$ cat config.mk
export PLATFORM = sky130hd
export DESIGN_NAME = jdec_bit_unpack
export DESIGN_NICKNAME = d
export VERILOG_FILES = /design/src/rtl/jdec_pkg.sv /design/src/rtl/jdec_bitbuf.sv /design/src/rtl/jdec_bit_unpack.sv
export SDC_FILE = /design/constraint.sdc
export NUM_CORES = 1
export LEC_CHECK = 0
export BUFFER_PORTS_ARGS = -buffer_cell sky130_fd_sc_hd__buf_2
export CORE_MARGIN = 5
export CORE_UTILIZATION = 49
export CTS_BUF_LIST = sky130_fd_sc_hd__clkbuf_4 sky130_fd_sc_hd__clkbuf_8
export CTS_CLUSTER_DIAMETER = 120
export DETAILED_ROUTE_END_ITERATION = 8
export PLACE_DENSITY = 0.7
export SYNTH_ARGS = -nofsm -noshare
export SYNTH_HDL_FRONTEND = slang
export SYNTH_HIERARCHICAL = 1
export SYNTH_SLANG_ARGS = --single-unit
$ cat constraint.sdc
create_clock -name clk -period 5.1 [get_ports clk]
set_input_delay 0.51 -clock clk [delete_from_list [all_inputs] [get_ports clk]]
set_output_delay 0.51 -clock clk [all_outputs]
set_load 0.02 [all_outputs]
$ cat src/rtl/jdec_pkg.sv
// Shared types and constants for the JPEG bitstream unpacker.
// Exports the destuff FSM states, the word register bundle and marker codes.
package jdec_pkg;

  typedef enum logic [1:0] {
    DATA,
    FF_SEEN,
    MARKER
  } jdec_state_e;

  typedef struct packed {
    logic [31:0] data;
    logic [1:0]  last_idx;
    logic        last;
  } jdec_word_t;

  localparam logic [7:0] JPEG_EOI   = 8'hD9;
  localparam logic [7:0] JPEG_RST0  = 8'hD0;
  localparam logic [7:0] JPEG_STUFF = 8'h00;
  localparam logic [7:0] JPEG_FF    = 8'hFF;

  function automatic logic [7:0] word_byte(
    input logic [31:0] w,
    input logic [1:0]  idx
  );
    logic [7:0] b;
    unique case (idx)
      2'd0: b = w[31:24];
      2'd1: b = w[23:16];
      2'd2: b = w[15:8];
      default: b = w[7:0];
    endcase
    return b;
  endfunction

endpackage

$ cat src/rtl/jdec_bitbuf.sv
// MSB-first bit buffer: appends bytes behind the oldest bits, drops consumed bits.
// Ports: consume, append(byte, pad tag), flush of pad bits, 32-bit window, real-bit count.
module jdec_bitbuf #(
  parameter int BUF_W = 64,
  parameter int FW    = $clog2(BUF_W + 1)
) (
  input  logic          clk,
  input  logic          resetn,
  input  logic          consume_valid,
  input  logic [5:0]    consume_len,
  input  logic          append_valid,
  input  logic [7:0]    append_byte,
  input  logic          append_pad,
  input  logic          flush,
  output logic [31:0]   win,
  output logic [5:0]    win_bits,
  output logic [FW-1:0] real_fill,
  output logic          space_ok
);

  localparam int SPACE_MAX = BUF_W - 8;

  logic [BUF_W-1:0] bits_q, bits_n;
  logic [BUF_W-1:0] shifted, placed, keep;
  logic [FW-1:0]    fill_q, fill_n, fill_c;
  logic [FW-1:0]    real_q, real_n, real_c;
  logic [FW-1:0]    take;
  logic             do_app;

  assign take     = consume_valid ? FW'(consume_len) : '0;
  assign fill_c   = fill_q - take;
  // Consumed bits are always the oldest, so real bits go first.
  assign real_c   = (real_q > take) ? (real_q - take) : '0;
  assign space_ok = (fill_c <= FW'(SPACE_MAX));
  assign do_app   = append_valid & space_ok & ~flush;

  assign shifted = bits_q << take;
  assign placed  = {append_byte, {(BUF_W-8){1'b0}}} >> fill_c;
  assign keep    = ~({BUF_W{1'b1}} >> real_c);

  always_comb begin
    bits_n = shifted;
    fill_n = fill_c;
    real_n = real_c;
    if (flush) begin
      bits_n = shifted & keep;
      fill_n = real_c;
    end else if (do_app) begin
      bits_n = shifted | placed;
      fill_n = fill_c + FW'(8);
      if (!append_pad) real_n = real_c + FW'(8);
    end
  end

  always_ff @(posedge clk or negedge resetn) begin
    if (!resetn) begin
      bits_q <= '0;
      fill_q <= '0;
      real_q <= '0;
    end else begin
      bits_q <= bits_n;
      fill_q <= fill_n;
      real_q <= real_n;
    end
  end

  assign win       = bits_q[BUF_W-1 -: 32];
  assign win_bits  = (fill_q >= FW'(32)) ? 6'd32 : fill_q[5:0];
  assign real_fill = real_q;

endmodule

$ cat src/rtl/jdec_bit_unpack.sv
// JPEG entropy-data unpacker: word register, 0xFF00 destuffing, marker detect.
// Ports: in_* word stream, win/win_bits peek, consume_*, marker_*, eos, size. Macro JDEC_UNPACK_PAD_EN.
module jdec_bit_unpack
  import jdec_pkg::*;
#(
  parameter int BUF_W  = 64,
  parameter int SIZE_W = 20
) (
  input  logic              clk,
  input  logic              resetn,
  input  logic [31:0]       in_data,
  input  logic [2:0]        in_bytes,
  input  logic              in_tlast,
  input  logic              in_valid,
  output logic              in_hold,
  output logic [31:0]       win,
  output logic [5:0]        win_bits,
  input  logic [5:0]        consume_len,
  input  logic              consume_valid,
  output logic              marker_valid,
  output logic [7:0]        marker_code,
  input  logic              marker_ack,
  output logic              eos,
  output logic [SIZE_W-1:0] size
);

  localparam int FW = $clog2(BUF_W + 1);

  jdec_word_t  wq;
  logic        wvalid;
  logic [1:0]  bidx;
  jdec_state_e st;
  logic        done;

  logic [7:0]  cur;
  logic [2:0]  nbm1;
  logic        space_ok;
  logic        proc, fin, xfer;
  logic        app, pad, flush;
  logic [7:0]  app_byte;
  logic [FW-1:0] real_fill;

  assign cur  = word_byte(wq.data, bidx);
  assign nbm1 = in_bytes - 3'd1;

  assign proc    = wvalid & ~marker_valid & space_ok;
  assign fin     = proc & (bidx == wq.last_idx);
  // Releasing on the final byte lets the next word load without a bubble.
  assign in_hold = wvalid & ~fin;
  assign xfer    = in_valid & ~in_hold;

  always_comb begin
    app      = 1'b0;
    app_byte = cur;
    if (proc) begin
      unique case (st)
        DATA: app = (cur != JPEG_FF);
        FF_SEEN: begin
          if (cur == JPEG_STUFF) begin
            app      = 1'b1;
            app_byte = JPEG_FF;
          end
        end
        default: ;
      endcase
    end
  end

`ifdef JDEC_UNPACK_PAD_EN
  // 1-bit fill keeps the lookahead fed while intake is stopped.
  assign flush = (marker_valid & marker_ack) | (done & xfer);
  assign pad   = (marker_valid | done) & ~flush & ~proc;
`else
  assign flush = 1'b0;
  assign pad   = 1'b0;
`endif

  jdec_bitbuf #(
    .BUF_W (BUF_W),
    .FW    (FW)
  ) u_bitbuf (
    .clk           (clk),
    .resetn        (resetn),
    .consume_valid (consume_valid),
    .consume_len   (consume_len),
    .append_valid  (app | pad),
    .append_byte   (pad ? JPEG_FF : app_byte),
    .append_pad    (pad),
    .flush         (flush),
    .win           (win),
    .win_bits      (win_bits),
    .real_fill     (real_fill),
    .space_ok      (space_ok)
  );

  always_ff @(posedge clk or negedge resetn) begin
    if (!resetn) begin
      wq     <= '0;
      wvalid <= 1'b0;
      bidx   <= '0;
    end else if (xfer) begin
      wq.data     <= in_data;
      wq.last     <= in_tlast;
      wq.last_idx <= in_tlast ? nbm1[1:0] : 2'd3;
      wvalid      <= 1'b1;
      bidx        <= '0;
    end else if (fin) begin
      wvalid <= 1'b0;
    end else if (proc) begin
      bidx <= bidx + 2'd1;
    end
  end

  always_ff @(posedge clk or negedge resetn) begin
    if (!resetn) begin
      st           <= DATA;
      marker_valid <= 1'b0;
      marker_code  <= '0;
    end else if (proc) begin
      unique case (st)
        DATA: if (cur == JPEG_FF) st <= FF_SEEN;
        FF_SEEN: begin
          unique case (1'b1)
            (cur == JPEG_STUFF): st <= DATA;
            (cur == JPEG_FF):    st <= FF_SEEN;
            default: begin
              st           <= MARKER;
              marker_valid <= 1'b1;
              marker_code  <= cur;
            end
          endcase
        end
        default: ;
      endcase
    end else if (marker_valid && marker_ack) begin
      st           <= DATA;
      marker_valid <= 1'b0;
    end
  end

  always_ff @(posedge clk or negedge resetn) begin
    if (!resetn) begin
      done <= 1'b0;
      size <= '0;
    end else begin
      if (proc) size <= size + SIZE_W'(1);
      if (xfer) done <= 1'b0;
      else if (fin && wq.last) done <= 1'b1;
    end
  end

  // A pending EOI must be acknowledged before the scan is reported over.
  assign eos = done & ~marker_valid & (real_fill == '0);

endmodule

==> impl_metrics.py <==
metrics = {
    "synthesis": {
        "synth_cell_types": 87,
        "syn_inst": 1406,
        "ys.flop_type": "dfrtp_1",
        "synth_seq_cells": 148,
        "yosysSeqAreaShare_pct": 28.9,
        "async_reset_ff_share_pct": 100,
        "netlist_area_mm2": 0.0128,
        "yosysWarnings": 6,
        "syn_avg_cell_area_um2": 9.10,
        "synth_edf_count": 0,
    },
    "grt": {
        "grt_max_degree": 68,
        "grt_pass1_wl_mm": 70.3,
        "antenna_found_initial": 0,
        "grt_usage_pct": 31.4,
        "grt.overflow.total": 0,
        "grt_pass1_vias": 11700,
    },
    "placement": {
        "gp_congestion": 1.05,
        "hpwl_mm": 35.1,
        "dp_slack_ns": 0.0630,
        "io_buffers": 114,
    },
    "clock_tree": {
        "cts_hold_buf": 0,
        "cts_sinks": 148,
        "ctsHtreeMaxLevel": 4,
        "postCtsSetupRepairBufs": 0,
        "cts_tree": "yes",
        "clk_pin_slew_worst_paths_ns": 0.11,
        "ctsResizeCount": 0,
        "numCtsBuffers": 17,
        "cts.path.max_buffers": 2,
        "insertion_delay_ns": 0.48,
        "root_buffer": "clkbuf_8",
    },
    "layout": {
        "diodes": 0,
        "nets": 1539,
        "final_common_cell": "nand2_1",
        "area_delta_synth_final_pct": 9.38,
        "drive_gt1_share_pct": 21.5,
        "mostFrequentLayoutCells": "206 x nand2_1, 148 x dfrtp_1, 117 x mux2i_1",
        "n_fill_cell": 2429,
    },
    "sta": {
        "rsz0062_at_grt": "no",
        "fin_crit_sh_pct": 90.1,
        "report.final.hold_viol_count": 0,
        "worst_pin_slew_ns": 1.18,
        "report.final.setup_viol": 0,
        "final-max-slew-violation-count": 0,
        "fin_crit_ns": 4.59,
        "fin_tns_setup_ns": 0,
        "whs_ns": 0.0122,
        "max_freq_mhz": 218,
        "finalClockSkew_ns": 0.0261,
        "setup_ws_ns": 0.506,
        "slew_headroom_pct": 20.9,
    },
    "route": {
        "ant_nets": 0,
        "routed_wl_mm": 46.6,
        "wl_per_cell_um": 25.6,
        "vias_per_cell": 6.68,
        "drtPass1Iterations": 6,
        "drc_errors": 0,
        "drt_iter0_drc": 1468,
        "vias": 12100,
    },
    "setup_path": {
        "r2r_start": "u_bitbuf/fill_q[0]",
        "critPathCaptureType": "flop",
        "crit_slowest_cell": "fa_2",
        "critPathLaunchType": "input port",
        "crit_type": "input port to flop",
        "critPathMaxStageDelay_ns": 0.42,
        "cp_cell_sequence": "buf_2 > nand2_8 > inv_4 > ha_4 > inv_1 > fa_2 > a21o_1 > a21oi_2 > xor2_2 > inv_2 > ha_4 > o311a_1 > nor2_1 > nand3b_1 > nor2_2 > nand3_2 > nand2b_1 > mux2i_1 > or3_1 > nand2_1 > o21ai_0 > o2bb2ai_1",
        "cp_top_family": "simple AND/OR/NAND/NOR gates",
        "critPathBufInv": 4,
        "reg2reg_to": "u_bitbuf/bits_q[38]",
        "r2r_setup_slack_ns": 0.52,
        "worst_ep_arrival_time_ns": 4.96,
        "required_ns": 5.47,
        "crit_top_cell": "ha_4",
        "crit_end": "u_bitbuf/bits_q[38]",
        "ff2ff_path_depth": 20,
        "cp-startpoint": "consume_valid",
        "cp_num_cells": 22,
        "cp_max_fo": 9,
    },
    "pwr": {
        "peakVddDrop_uv": 555,
        "clkPwrFrac_pct": 10.8,
        "power.leakage_nw": 6.29,
        "switching_share_pct": 54.8,
        "pwr-share-seq_pct": 21.4,
        "switching_power_mw": 4.93,
        "combPwrFrac_pct": 67.8,
        "powerDensity_mw_per_mm2": 642,
        "internal_power_mw": 4.06,
    },
    "die": {
        "fp.dieW_um": 172,
        "pin_count": 116,
        "die_area_mm2": 0.0294,
        "die_h_um": 172,
        "initial_core_util_pct": 49.4,
        "std_cell_rows": 59,
        "core_mm2": 0.0259,
    },
    "worst_hold_path": {
        "min_path_type": "input port to async pin",
    },
    "status": {
        "status": "finished clean",
    },
    "run": {
        "cap_violations": 0,
    },
}
per-layer routing:
metal | up-vias | global-route usage [%] | wire [um]
li1 | 5346 | - | -
met1 | 5840 | 42.3 | 18500
met2 | 780 | 48.1 | 20700
met3 | 180 | 5.98 | 4440
met4 | 0 | 16.7 | 2910
met5 | - | 0 | 0
cell type report:
cell class	count	area (um^2)	area share, %
well taps	335	419	2.99
inverters	39	149	1.06
flip-flops and latches	148	3700	26.5
repair buffers	171	1000	7.18
clock buffers	17	234	1.67
clock inverters	15	176	1.26
multi-input cells	1092	8310	59.4
worst min-delay path by stage:
stage	end	slack, ns
4_1_cts	u_bitbuf/bits_q[8]	0.04
5_1_grt	u_bitbuf/bits_q[8]	0.06
3_3_place_gp	size[19]	0.46
6_report	u_bitbuf/bits_q[8]	0.01
3_5_place_dp	wq[13]	0.46
2_1_floorplan	bidx[0]	0.21
power groups by stage:
stage | registers (mW) | logic, mW | clock network, mW
global placement | 1.92 | 5.74 | 0
floorplan | 1.82 | 4.10 | 0
finish | 1.93 | 6.09 | 0.971
detailed placement | 1.93 | 5.79 | 0
global route | 1.97 | 6.48 | 1.04
CTS | 1.91 | 5.81 | 0.991
stage by stage:
stage / area, um^2 / power (mW) / instances / utilization [%]
finish: 14000 / 8.99 / 1817 / 54.0
global route: 14000 / 9.50 / 1817 / 54.0
CTS: 14000 / 8.71 / 1817 / 54.0
detailed placement: 13600 / 7.72 / 1785 / 52.4
global placement: 13600 / 7.66 / 1785 / 52.4
floorplan: 12900 / 5.91 / 1409 / -
state kept, by name, indices dropped and copies added (netlist names):
name	flops
u_bitbuf/bits_q	64
wq	35
size	20
marker_code	8
u_bitbuf/fill_q	7
u_bitbuf/real_fill	7
bidx	2
st	2
done	1
marker_valid	1
wvalid	1
cell usage after synthesis, types with 8 or more instances:
library cell | count | area share, %
nand2_1 | 206 | 6.0
dfrtp_1 | 148 | 29
mux2i_1 | 117 | 9.2
nor2_1 | 79 | 2.3
a21oi_1 | 78 | 3.1
mux4_2 | 66 | 12
o21ai_0 | 54 | 2.1
clkbuf_1 | 49 | 1.4
nand3_1 | 40 | 1.6
buf_4 | 38 | 2.2
inv_1 | 35 | 1.0
buf_2 | 30 | 1.2
and3_1 | 25 | 1.2
o22ai_1 | 23 | 1.1
a211oi_1 | 21 | 1.2
ha_1 | 21 | 2.1
nand2b_1 | 20 | 0.98
a22oi_1 | 19 | 1.1
xnor2_1 | 19 | 1.3
nor2b_1 | 16 | 0.78
o211ai_1 | 16 | 0.94
a22o_1 | 15 | 1.0
nor3_1 | 15 | 0.59
a21o_1 | 14 | 0.82
and2_1 | 14 | 0.68
xor2_1 | 13 | 0.89
mux2_2 | 11 | 0.97
buf_1 | 10 | 0.29
o21a_1 | 10 | 0.59
o22a_1 | 9 | 0.62
a2111oi_0 | 8 | 0.55
a31oi_1 | 8 | 0.39
mux2_4 | 8 | 0.94
nand4_1 | 8 | 0.39
o31ai_1 | 8 | 0.47
cell families (layout without fill, tap and decap cells):
family | after synthesis | after routing | synth area share [%]
muxes | 202 | 202 | 22.7
adders and majority gates | 23 | 23 | 2.37
buffers and inverters | 169 | 242 | 6.65
DFF | 148 | 148 | 28.9
AOI/OAI and AO/OA | 360 | 360 | 19.4
xor gates and xnor gates | 32 | 32 | 2.19
and+or+nand+nor | 471 | 471 | 17.7
other | 1 | 4 | 0.0293
worst reg2reg max path, stage by stage, from the launching register on:
cell	delay [ns]
dfrtp_1	0.37
inv_1	0.11
ha_4	0.14
inv_1	0.05
fa_2	0.42
a21o_1	0.20
a21oi_2	0.16
xor2_2	0.21
inv_2	0.08
ha_4	0.18
o311a_1	0.14
nor2_1	0.21
nand3b_1	0.21
nor2_2	0.22
nand3_2	0.17
nand2b_1	0.20
mux2i_1	0.14
or3_1	0.41
nand2_1	0.10
o21ai_0	0.36
o2bb2ai_1	0.42
Power figures use the tool's default switching activity.
